$ cat src/rtl/distributor_var_pipe.sv
// Registered 1-to-2 distribution node: one input word fans out to the
// low lane, the high lane or both, with independent per-lane handshakes.
module distributor_var_pipe #(
    parameter int DATA_WIDTH = 4,
    parameter int CNT_WIDTH  = 8
) (
    input  logic                    clk,
    input  logic                    rst,
    input  logic                    i_en,
    input  logic                    i_valid,
    input  logic [DATA_WIDTH-1:0]   i_data_bus,
    input  logic [1:0]              i_dest,
    output logic                    o_ready,
    output logic [1:0]              o_valid,
    output logic [2*DATA_WIDTH-1:0] o_data_bus,
    input  logic [1:0]              i_ready,
    output logic [CNT_WIDTH-1:0]    o_drop_cnt
);

    typedef enum logic [1:0] {
        EMPTY = 2'b00,
        LOW   = 2'b01,
        HIGH  = 2'b10,
        BOTH  = 2'b11
    } state_t;

    state_t                state_q;
    state_t                state_d;
    logic [DATA_WIDTH-1:0] data_q;
    logic [DATA_WIDTH-1:0] data_d;
    logic [CNT_WIDTH-1:0]  drop_q;
    logic [CNT_WIDTH-1:0]  drop_d;
    logic [1:0]            pend;
    logic [1:0]            stay;
    logic                  accept;
    logic                  drop;

    assign pend    = state_q;
    // Lanes still waiting after this cycle's transfers
    assign stay    = pend & ~i_ready;
    assign o_ready = i_en & (stay == 2'b00);
    assign accept  = i_valid & o_ready;
    assign drop    = accept & (i_dest == 2'b00);

    always_ff @(posedge clk) begin
        if (rst) begin
            state_q <= EMPTY;
            data_q  <= '0;
            drop_q  <= '0;
        end else begin
            state_q <= state_d;
            data_q  <= data_d;
            drop_q  <= drop_d;
        end
    end

    always_comb begin
        state_d = state_t'(stay);
        data_d  = data_q;
        drop_d  = drop_q;
        if (accept && !drop) begin
            state_d = state_t'(i_dest);
            data_d  = i_data_bus;
        end
        if (drop && (drop_q != {CNT_WIDTH{1'b1}})) begin
            drop_d = drop_q + 1'b1;
        end
    end

    assign o_valid    = pend;
    assign o_drop_cnt = drop_q;

    always_comb begin
        o_data_bus = '0;
        unique case (state_q)
            LOW:     o_data_bus[DATA_WIDTH-1:0] = data_q;
            HIGH:    o_data_bus[DATA_WIDTH+:DATA_WIDTH] = data_q;
            BOTH:    o_data_bus = {data_q, data_q};
            default: o_data_bus = '0;
        endcase
    end

endmodule

$ cat config.mk
export PLATFORM = sky130hd
export DESIGN_NAME = distributor_var_pipe
export DESIGN_NICKNAME = d
export VERILOG_FILES = /design/src/rtl/distributor_var_pipe.sv
export SDC_FILE = /design/constraint.sdc
export NUM_CORES = 1
export LEC_CHECK = 0
export CAP_MARGIN = 25
export CORE_ASPECT_RATIO = 1.2
export CORE_MARGIN = 3
export CORE_UTILIZATION = 40
export CTS_CLUSTER_DIAMETER = 50
export CTS_CLUSTER_SIZE = 12
export DETAILED_ROUTE_END_ITERATION = 12
export PLACE_DENSITY_LB_ADDON = 0.05
export SYNTH_ARGS = -nofsm -noshare
export SYNTH_HDL_FRONTEND = slang
export SYNTH_SLANG_ARGS = --single-unit
export TNS_END_PERCENT = 5
$ cat constraint.sdc
create_clock -name clk -period 1.9 [get_ports clk]
set_input_delay 0.19 -clock clk [delete_from_list [all_inputs] [get_ports clk]]
set_output_delay 0.19 -clock clk [all_outputs]
set_load 0.02 [all_outputs]
==> flow_metrics.py, run 1 <==
metrics = {
    "status": {
        "result_of_the_run": "finished clean",
    },
    "timing": {
        "clock.fmax_ghz": 0.614,
        "timing_worst_slew_pin_value_ps": 362,
        "final_hold_viol_count": 0,
        "setup_viol_count_final": 0,
        "finalWorstPathRequiredPeriod_ps": 1630,
        "tightest_slew_margin_relative_to_the_limit_pct": 75.8,
        "setup_ws_ps": 272,
        "post-route-period-util_pct": 85.7,
        "fin_tns_setup_ps": 0,
        "clock_tree_skew_after_final_layout_ps": 4.36,
        "timing_max_transition_violations_final": 0,
        "grt_setup_unrepaired": "no",
    },
    "layout": {
        "postLayoutCoreUtil_pct": 66.1,
        "finalNetCount": 134,
        "postLayoutCellArea_um2": 1110,
        "drive_gt1_share_pct": 12.5,
        "area_growth_pct": 53.3,
        "filler_cell_count": 149,
        "n_antenna_cell": 0,
    },
    "clock_tree": {
        "htree_levels": 1,
        "cts.sinks": 14,
        "cts_setup_buffers": 0,
        "number_of_buffers_created_by_cts": 3,
        "cts.reportedPaths.clkPinSlew_ps": 80,
        "worst_skew_pair.late_latency_ps": 280,
        "cts_tree": "done",
        "postCtsHoldBufs": 0,
        "clock_path_buffers": 2,
        "root_buffer": "clkbuf_4",
    },
    "detailed_routing": {
        "routed_wirelength_um": 1650,
        "routed-via-count": 750,
        "route.antenna.remaining_nets": 0,
        "firstDrtPassIters": 4,
        "iteration_0_drc_count_of_the_detailed_router": 10,
        "route.detailed.drc": 0,
        "wire_per_inst_um": 11.9,
        "avgViaCountPerCell": 5.43,
    },
    "place": {
        "placement.setup.worst_slack_ps": 4.32,
        "post_dp_cell_area_um2": 1070,
        "detailed_place_hpwl_um": 1280,
        "io_buffer_count": 30,
        "gp_congestion": 0.781,
    },
    "yosys": {
        "netlist_area_um2": 726,
        "yosys_warnings": 0,
        "synth-async-reset-ratio_pct": 0,
        "synth_nets": 96,
        "netlist-cell-type-count": 29,
        "synth.yosys.seq_area_share_pct": 38.6,
        "number_of_flops_mapped_to_enable_cells_by_yosys": 0,
        "synth_commonest_cells": "14 x dfxtp_1, 9 x and2_1, 8 x a21oi_1",
        "synth.most_common_cell": "dfxtp_1",
        "syn_area_per_cell_um2": 8.74,
        "synth.area.top_cells": "dfxtp_1 39%, and2_1 7.8%, a21oi_1 5.5%",
        "synth_top_area_share_pct": 38.6,
        "postSynthCellCount": 83,
        "synth-main-ff-cell": "dfxtp_1",
        "flip_flop_and_latch_count_after_synthesis": 14,
        "yosysTopAreaCell": "dfxtp_1",
    },
    "die": {
        "core_um2": 1680,
        "floorplan.die.height_um": 52.7,
        "core.rowCount": 16,
        "floorplan.initialDensity_pct": 43.2,
        "io-pin-count": 31,
        "die-width_um": 44.9,
        "floorplan.die_area_um2": 2360,
    },
    "pwr": {
        "p_leak_nw": 0.429,
        "vdd.ir_drop.worst_mv": 0.332,
        "power-per-cell-area_nw_per_um2": 532,
    },
    "global_routing": {
        "global_route.usage.total_pct": 15.7,
        "grt_remaining_overflow": 0,
        "grt_start_max_net_pins": 12,
        "grt_pass1_vias": 663,
        "initial_antenna_violation_count": 0,
        "grt_first_pass_wirelength_um": 2760,
    },
    "critical_path": {
        "worst-path-max-fanout": 9,
        "worst_ep_required_time_ps": 2110,
        "crit_path_start_kind": "primary input",
        "category_of_the_worst_setup_path_capture_point": "register",
        "worst-setup-path-type": "primary input to register",
        "arrival_ps": 1840,
    },
    "job": {
        "timing.max_cap.violations": 0,
    },
    "hold_path": {
        "timing.hold.worst.class": "register to register",
    },
}
==> per-layer routing <==
metal	vias to the layer above	global-route usage (%)	part of all wire (%)
li1	377	-	-
met1	340	17.8	42
met3	5	2.06	6.5
met5	-	0	0
met2	28	27.5	49
met4	0	8.78	2.3
==> timing repair <==
| item | CTS | global route |
|---|---|---|
| setup endpoints to repair | 0 | 1 |
| resized for setup | 0 | 1 |
| endpoints found under the hold margin | 0 | 0 |
==> report_power, final <==
| group | total [mW] | leakage, nW | switching, mW | internal (mW) |
|---|---|---|---|---|
| sequential | 0.305 | 0.113 | 0.00543 | 0.299 |
| clock | 0.210 | 0.0210 | 0.0936 | 0.117 |
| combinational | 0.0766 | 0.294 | 0.0310 | 0.0456 |
| total | 0.592 | 0.429 | 0.130 | 0.462 |
==> kinds of logic after synthesis <==
kind of cell	Yosys count	share of synthesized area, %
buf+inv	4	3.27
compound gates	15	12.2
fa+ha+maj	1	1.72
mux	6	8.62
flops	14	38.6
simple gates	43	35.5
==> per-stage QoR <==
| step | hold slack [ps] | instances | power, mW |
|---|---|---|---|
| after floorplan | 259 | 83 | 0.341 |
| after global placement | 485 | 134 | 0.388 |
| after detailed placement | 500 | 134 | 0.389 |
| after CTS | 518 | 138 | 0.601 |
| after global routing | 566 | 138 | 0.620 |
| final | 516 | 138 | 0.592 |
==> sequential cells by signal (all words and copies together), names as in the netlist <==
register    count
o_drop_cnt      8
o_valid         2
data_q          4
==> worst paths after layout <==
check / startpoint / endpoint / slack [ps] / depth (start not counted)
worst max register to register: o_drop_cnt[0] / o_drop_cnt[5] / 290 / 4
worst min register to register: data_q[3] / data_q[3] / 520 / 2
worst max-delay path: i_ready[1] / o_drop_cnt[4] / 270 / 6
worst min-delay path: data_q[3] / data_q[3] / 520 / 2
==> area by class of cell <==
class | instances | area, um^2 | area share (%)
well taps | 18 | 22.5 | 2.02
repair buffers | 36 | 348 | 31.3
inverters | 1 | 3.75 | 0.337
clock buffers | 4 | 36.3 | 3.26
multi-input cells | 65 | 422 | 37.9
flip-flops and latches | 14 | 280 | 25.2
==> placed cells by master (no fill, tap or decap), drive strengths merged <==
cell and count:
nor2b 3, clkdlybuf4s50 29, mux2 2, clkbuf 4, and2 10, dlymetal6s2s 1, o31ai 3, o21ai 2
nand3b 1, ha 1, nor4 1, mux2i 4, nor4b 1, nand2b 2, dfxtp 14, and4 3
a311oi 1, o21a 1, nand2 3, nand4 2, and3 1, buf 6, nand3 5, nor2 7
a21oi 8, or3 1, or4 3, inv 1
==> critical path, cell delays in order <==
cell and delay (ps):
clkdlybuf4s50_1 450, nand2b_1 170, nand4_1 170, buf_4 210, or4_1 500, a21oi_1 140
(Power assumes the default switching activity.)
==> run 2: changes to the inputs <==
CORE_MARGIN = 8   (was 3)
HOLD_SLACK_MARGIN = 0.1   (was not set)
==> run 2 against run 1 <==
  * Clock skew is 2.0 ps lower
  * Critical endpoint is now o_data_bus[1]
  * Combinational power is 2.9% higher
  * First-iteration DRC count is 10% higher
  * Final area is 0.45% lower
  * Largest cell class unchanged
  * Critical path type is now register to output port
  * Non-clock buffer count is 1 higher
  * Clock power is 20% lower
==> flow_metrics.py, run 2 (synthesized netlist as in run 1, its figures left out) <==
metrics = {
    "detailed_routing": {
        "wire_per_inst_um": 13.4,
        "iteration_0_drc_count_of_the_detailed_router": 11,
        "route.detailed.drc": 0,
        "route.antenna.remaining_nets": 0,
        "firstDrtPassIters": 3,
        "routed-via-count": 737,
        "avgViaCountPerCell": 5.30,
        "routed_wirelength_um": 1860,
    },
    "layout": {
        "mostFrequentLayoutCells": "29 x clkdlybuf4s50_1, 14 x dfxtp_1, 9 x and2_1",
        "final_common_cell": "clkdlybuf4s50_1",
        "filler_cell_count": 155,
        "n_antenna_cell": 0,
        "drive_gt1_share_pct": 12.5,
        "layout.cells.non_filler": 139,
        "finalNetCount": 135,
        "postLayoutCellArea_um2": 1110,
        "area_growth_pct": 52.6,
        "postLayoutCoreUtil_pct": 62.7,
        "largest_register_ffs": 8,
    },
    "pwr": {
        "power.clock.fraction_pct": 30.3,
        "power.combinational.fraction_pct": 14.3,
        "power-per-cell-area_nw_per_um2": 497,
        "p_leak_nw": 0.426,
        "intPower_mw": 0.420,
        "seqPwrFrac_pct": 55.4,
        "vdd.ir_drop.worst_mv": 0.373,
        "power.total_mw": 0.550,
        "power.switching_fraction_pct": 23.7,
        "switchingPower_mw": 0.130,
    },
    "critical_path": {
        "worst_path_largest_cell_delay_ps": 600,
        "crit_path_cell_trace": "and2_1, clkdlybuf4s50_1",
        "worst-setup-path-type": "register to output port",
        "worst-path-max-fanout": 6,
        "category_of_the_worst_setup_path_capture_point": "output port",
        "worst_ep_required_time_ps": 1710,
        "critical_path_buf_inv_count": 1,
        "arrival_ps": 1440,
        "slowest_stage": "clkdlybuf4s50_1",
        "critPathTopFamily": "buffers and inverters",
        "crit_path_start_kind": "register",
    },
    "clock_tree": {
        "cts_repair_resize_count": 0,
        "worst_skew_pair.late_latency_ps": 280,
        "postCtsHoldBufs": 0,
        "cts_tree": "done",
        "htree_levels": 1,
        "cts.reportedPaths.clkPinSlew_ps": 80,
        "root_buffer": "clkbuf_4",
        "number_of_buffers_created_by_cts": 3,
        "cts.sinks": 14,
        "cts_setup_buffers": 0,
        "clock_path_buffers": 2,
    },
    "timing": {
        "finalWorstPathRequiredPeriod_ps": 1630,
        "tightest_slew_margin_relative_to_the_limit_pct": 78.8,
        "grt_setup_unrepaired": "no",
        "final_hold_viol_count": 0,
        "post-route-period-util_pct": 85.6,
        "clock_tree_skew_after_final_layout_ps": 2.35,
        "fin_tns_setup_ps": 0,
        "timing_max_transition_violations_final": 0,
        "clock.fmax_ghz": 0.615,
        "timing_worst_slew_pin_value_ps": 314,
        "setup_viol_count_final": 0,
    },
    "die": {
        "floorplan.die_area_um2": 3440,
        "io-pin-count": 31,
        "die-width_um": 54.9,
        "core_um2": 1770,
        "core.rowCount": 17,
        "floorplan.initialDensity_pct": 41.1,
        "floorplan.die.height_um": 62.7,
    },
    "global_routing": {
        "initial_antenna_violation_count": 0,
        "grt_start_max_net_pins": 12,
        "grt_first_pass_wirelength_um": 2800,
        "grt_pass1_vias": 650,
        "global_route.usage.total_pct": 10.7,
        "grt_remaining_overflow": 0,
    },
    "job": {
        "timing.max_cap.violations": 0,
    },
    "place": {
        "post_dp_cell_area_um2": 1080,
        "gp_congestion": 0.757,
        "io_buffer_count": 30,
        "numPlacedInstances": 136,
        "detailed_place_hpwl_um": 1460,
    },
    "status": {
        "result_of_the_run": "finished clean",
    },
    "hold_path": {
        "timing.hold.worst.class": "register to register",
    },
}
==> run 2: final timing paths <==
kind	slack, ps	from	to	cells past startpoint
worst max-delay path	270	o_valid[0]	o_data_bus[1]	2
worst min-delay path	510	data_q[1]	data_q[1]	2
worst max register to register	300	o_drop_cnt[0]	o_drop_cnt[5]	4
worst min register to register	510	data_q[1]	data_q[1]	2
==> run 2: final cells by class <==
type	instances	area, um^2	share of cell area, %
multi-input combinational	65	422	38.1
timing repair buffer	37	355	32.1
sequential	14	280	25.3
tap	19	23.8	2.15
clock buffer	3	22.5	2.03
inverter	1	3.75	0.339
==> run 2: routing by layer <==
metal  routed length [um]  up-vias  GRT usage, %
met4                   47        0          7.41
met3                  195        5          4.29
met5                    0        -             0
li1                     -      378             -
met1                  774      331          10.5
met2                  844       23          17.0
==> run 2: worst min-delay path, cell delays in order, from the launching register on <==
cell and delay (ps):
dfxtp_1 340, mux2i_1 70, nor2_1 70
==> run 2: metrics by stage <==
| step | hold WS, ps | setup WS (ps) |
|---|---|---|
| 6_report | 510 | 274 |
| 5_1_grt | 535 | 182 |
| 4_1_cts | 516 | 56.4 |
| 3_5_place_dp | 498 | 0.386 |
| 3_3_place_gp | 485 | 37.0 |
| 2_1_floorplan | 259 | 233 |
==> run 2: power by group through the flow <==
stage / sequential [mW] / combinational, mW / clock (mW)
after CTS: 0.305 / 0.0798 / 0.170
final: 0.305 / 0.0788 / 0.167
after floorplan: 0.313 / 0.0275 / 0
after global placement: 0.312 / 0.0786 / 0
after global routing: 0.306 / 0.0851 / 0.187
after detailed placement: 0.312 / 0.0792 / 0
==> run 3: changes to the inputs <==
GPL_TIMING_DRIVEN = 0   (was not set)
==> run 3 against run 2 <==
  * Total power is 2.3% lower
  * Core utilization is 1.8 points lower
  * Global-route usage is 0.53 points higher
  * First-iteration DRC count is 45% higher
  * Die area stayed put
  * Final area is 2.9% lower
  * Clock skew is 0.51 ps higher
  * Count of clock-buffer cells in the layout stayed put
  * Sequential share of layout area is 0.77 points higher
==> flow_metrics.py, run 3 (synthesized netlist as in run 1, its figures left out) <==
metrics = {
    "job": {
        "timing.max_cap.violations": 0,
    },
    "global_routing": {
        "grt_pass1_vias": 688,
        "grt_start_max_net_pins": 11,
        "grt_first_pass_wirelength_um": 2970,
        "initial_antenna_violation_count": 0,
        "grt_remaining_overflow": 0,
        "global_route.usage.total_pct": 11.2,
    },
    "critical_path": {
        "slowest_stage": "clkdlybuf4s50_1",
        "worst_ep_required_time_ps": 2070,
        "worst-path-max-fanout": 10,
        "crit_path_start_kind": "primary input",
        "category_of_the_worst_setup_path_capture_point": "register",
        "worstReg2RegEnd": "o_drop_cnt[5]",
        "worst-setup-path-type": "primary input to register",
        "worst_path_largest_cell_delay_ps": 520,
        "r2r-start": "o_drop_cnt[0]",
        "crit_path_cell_trace": "clkdlybuf4s50_1, and2_1, nand4_1, buf_2, nor4b_1, mux2_2",
        "worst_r2r_path_depth": 5,
        "rrSetupSlack_ps": 220,
        "arrival_ps": 1890,
    },
    "layout": {
        "drive_gt1_share_pct": 8.62,
        "largest_register_ffs": 8,
        "regArea_um2": 280,
        "combined_area_of_the_multi_input_logic_cells_um2": 422,
        "final_common_cell": "clkdlybuf4s50_1",
        "postLayoutCoreUtil_pct": 60.9,
        "area_growth_pct": 48.1,
        "finalNetCount": 131,
        "layout.cells.non_filler": 135,
        "filler_cell_count": 164,
        "n_antenna_cell": 0,
        "mostFrequentLayoutCells": "29 x clkdlybuf4s50_1, 14 x dfxtp_1, 9 x and2_1",
        "postLayoutCellArea_um2": 1070,
    },
    "clock_tree": {
        "number_of_buffers_created_by_cts": 3,
        "htree_levels": 1,
        "cts.sinks": 14,
        "postCtsHoldBufs": 0,
        "root_buffer": "clkbuf_4",
        "clock_path_buffers": 2,
        "worst_skew_pair.late_latency_ps": 270,
        "cts_tree": "done",
        "cts.reportedPaths.clkPinSlew_ps": 80,
    },
    "detailed_routing": {
        "route.antenna.remaining_nets": 0,
        "firstDrtPassIters": 4,
        "wire_per_inst_um": 13.8,
        "iteration_0_drc_count_of_the_detailed_router": 16,
        "route.detailed.drc": 0,
        "routed-via-count": 740,
        "avgViaCountPerCell": 5.48,
        "routed_wirelength_um": 1870,
    },
    "pwr": {
        "p_leak_nw": 0.404,
        "vdd.ir_drop.worst_mv": 0.460,
        "power.total_mw": 0.538,
        "power-per-cell-area_nw_per_um2": 500,
    },
    "timing": {
        "post-route-period-util_pct": 90.4,
        "timing_max_transition_violations_final": 0,
        "finalWorstPathRequiredPeriod_ps": 1720,
        "final_hold_viol_count": 0,
        "tightest_slew_margin_relative_to_the_limit_pct": 71.1,
        "setup_viol_count_final": 0,
        "clock_tree_skew_after_final_layout_ps": 2.86,
        "timing_worst_slew_pin_value_ps": 434,
        "fin_tns_setup_ps": 0,
        "grt_setup_unrepaired": "no",
        "clock.fmax_ghz": 0.582,
    },
    "die": {
        "io-pin-count": 31,
        "core.rowCount": 17,
        "floorplan.die.height_um": 62.7,
        "floorplan.initialDensity_pct": 41.1,
        "die-width_um": 54.9,
        "floorplan.die_area_um2": 3440,
        "core_um2": 1770,
    },
    "place": {
        "numPlacedInstances": 132,
        "post_dp_cell_area_um2": 1050,
        "io_buffer_count": 30,
        "gp_congestion": 0.733,
        "detailed_place_hpwl_um": 1460,
    },
    "hold_path": {
        "timing.hold.worst.class": "register to register",
        "holdPathEnd": "data_q[2]",
        "worst_hold_startpoint": "data_q[2]",
        "worst_hold_path.num_cells": 2,
    },
    "status": {
        "result_of_the_run": "finished clean",
    },
}
-- run 3: changes by cell type in the layout (fill, tap and decap cells not counted) --
cell      before  now
clkbuf_1       0    1
buf_2          0    1
buf_6          0    1
buf_4          7    0
-- run 3: cell type report --
cell class | instances | area share (%)
Tap cell | 19 | 2.21
Sequential cell | 14 | 26.1
Multi-Input combinational cell | 65 | 39.2
Timing Repair Buffer | 30 | 28.2
Clock buffer | 3 | 2.10
Inverter | 1 | 0.349
Buffer | 3 | 1.86
-- run 3: worst max path at each step --
stage | start | endpoint | cells after the start
detailed placement | i_valid | o_drop_cnt[7] | 6
global placement | i_valid | o_drop_cnt[7] | 6
CTS | i_ready[0] | o_ready | 4
global route | i_valid | o_drop_cnt[7] | 6
floorplan | o_drop_cnt[0] | o_drop_cnt[5] | 5
finish | i_valid | o_drop_cnt[7] | 6
-- run 3: where the power goes --
part           switching [mW]  internal [mW]
Clock                  0.0887         0.0734
Sequential            0.00527          0.299
Combinational          0.0306         0.0400
-- run 3: worst max-delay path: cells and delay by family --
kind | cells | cell delay, ps
buffers and inverters | 2 | 720
multiplexers | 1 | 370
AND/OR/NAND/NOR | 3 | 620
-- run 3: per-stage QoR --
stage | setup slack [ps] | hold slack (ps)
floorplan | 233 | 259
global placement | -101 | 484
detailed placement | -126 | 498
CTS | 60.8 | 516
global route | 87.0 | 539
finish | 182 | 508
-- run 3: layer usage --
metal	global-route usage, %	part of all wire (%)
met5	0	0
met4	7.41	2.3
met2	17.5	46
met1	12.1	43
met3	3.57	8.2
-- run 3: timing repair --
item / CTS / global route
setup buffers: 0 / 0
gates resized for setup: 0 / 1
setup endpoints to repair: 0 / 1
endpoints found under the hold margin: 0 / 0
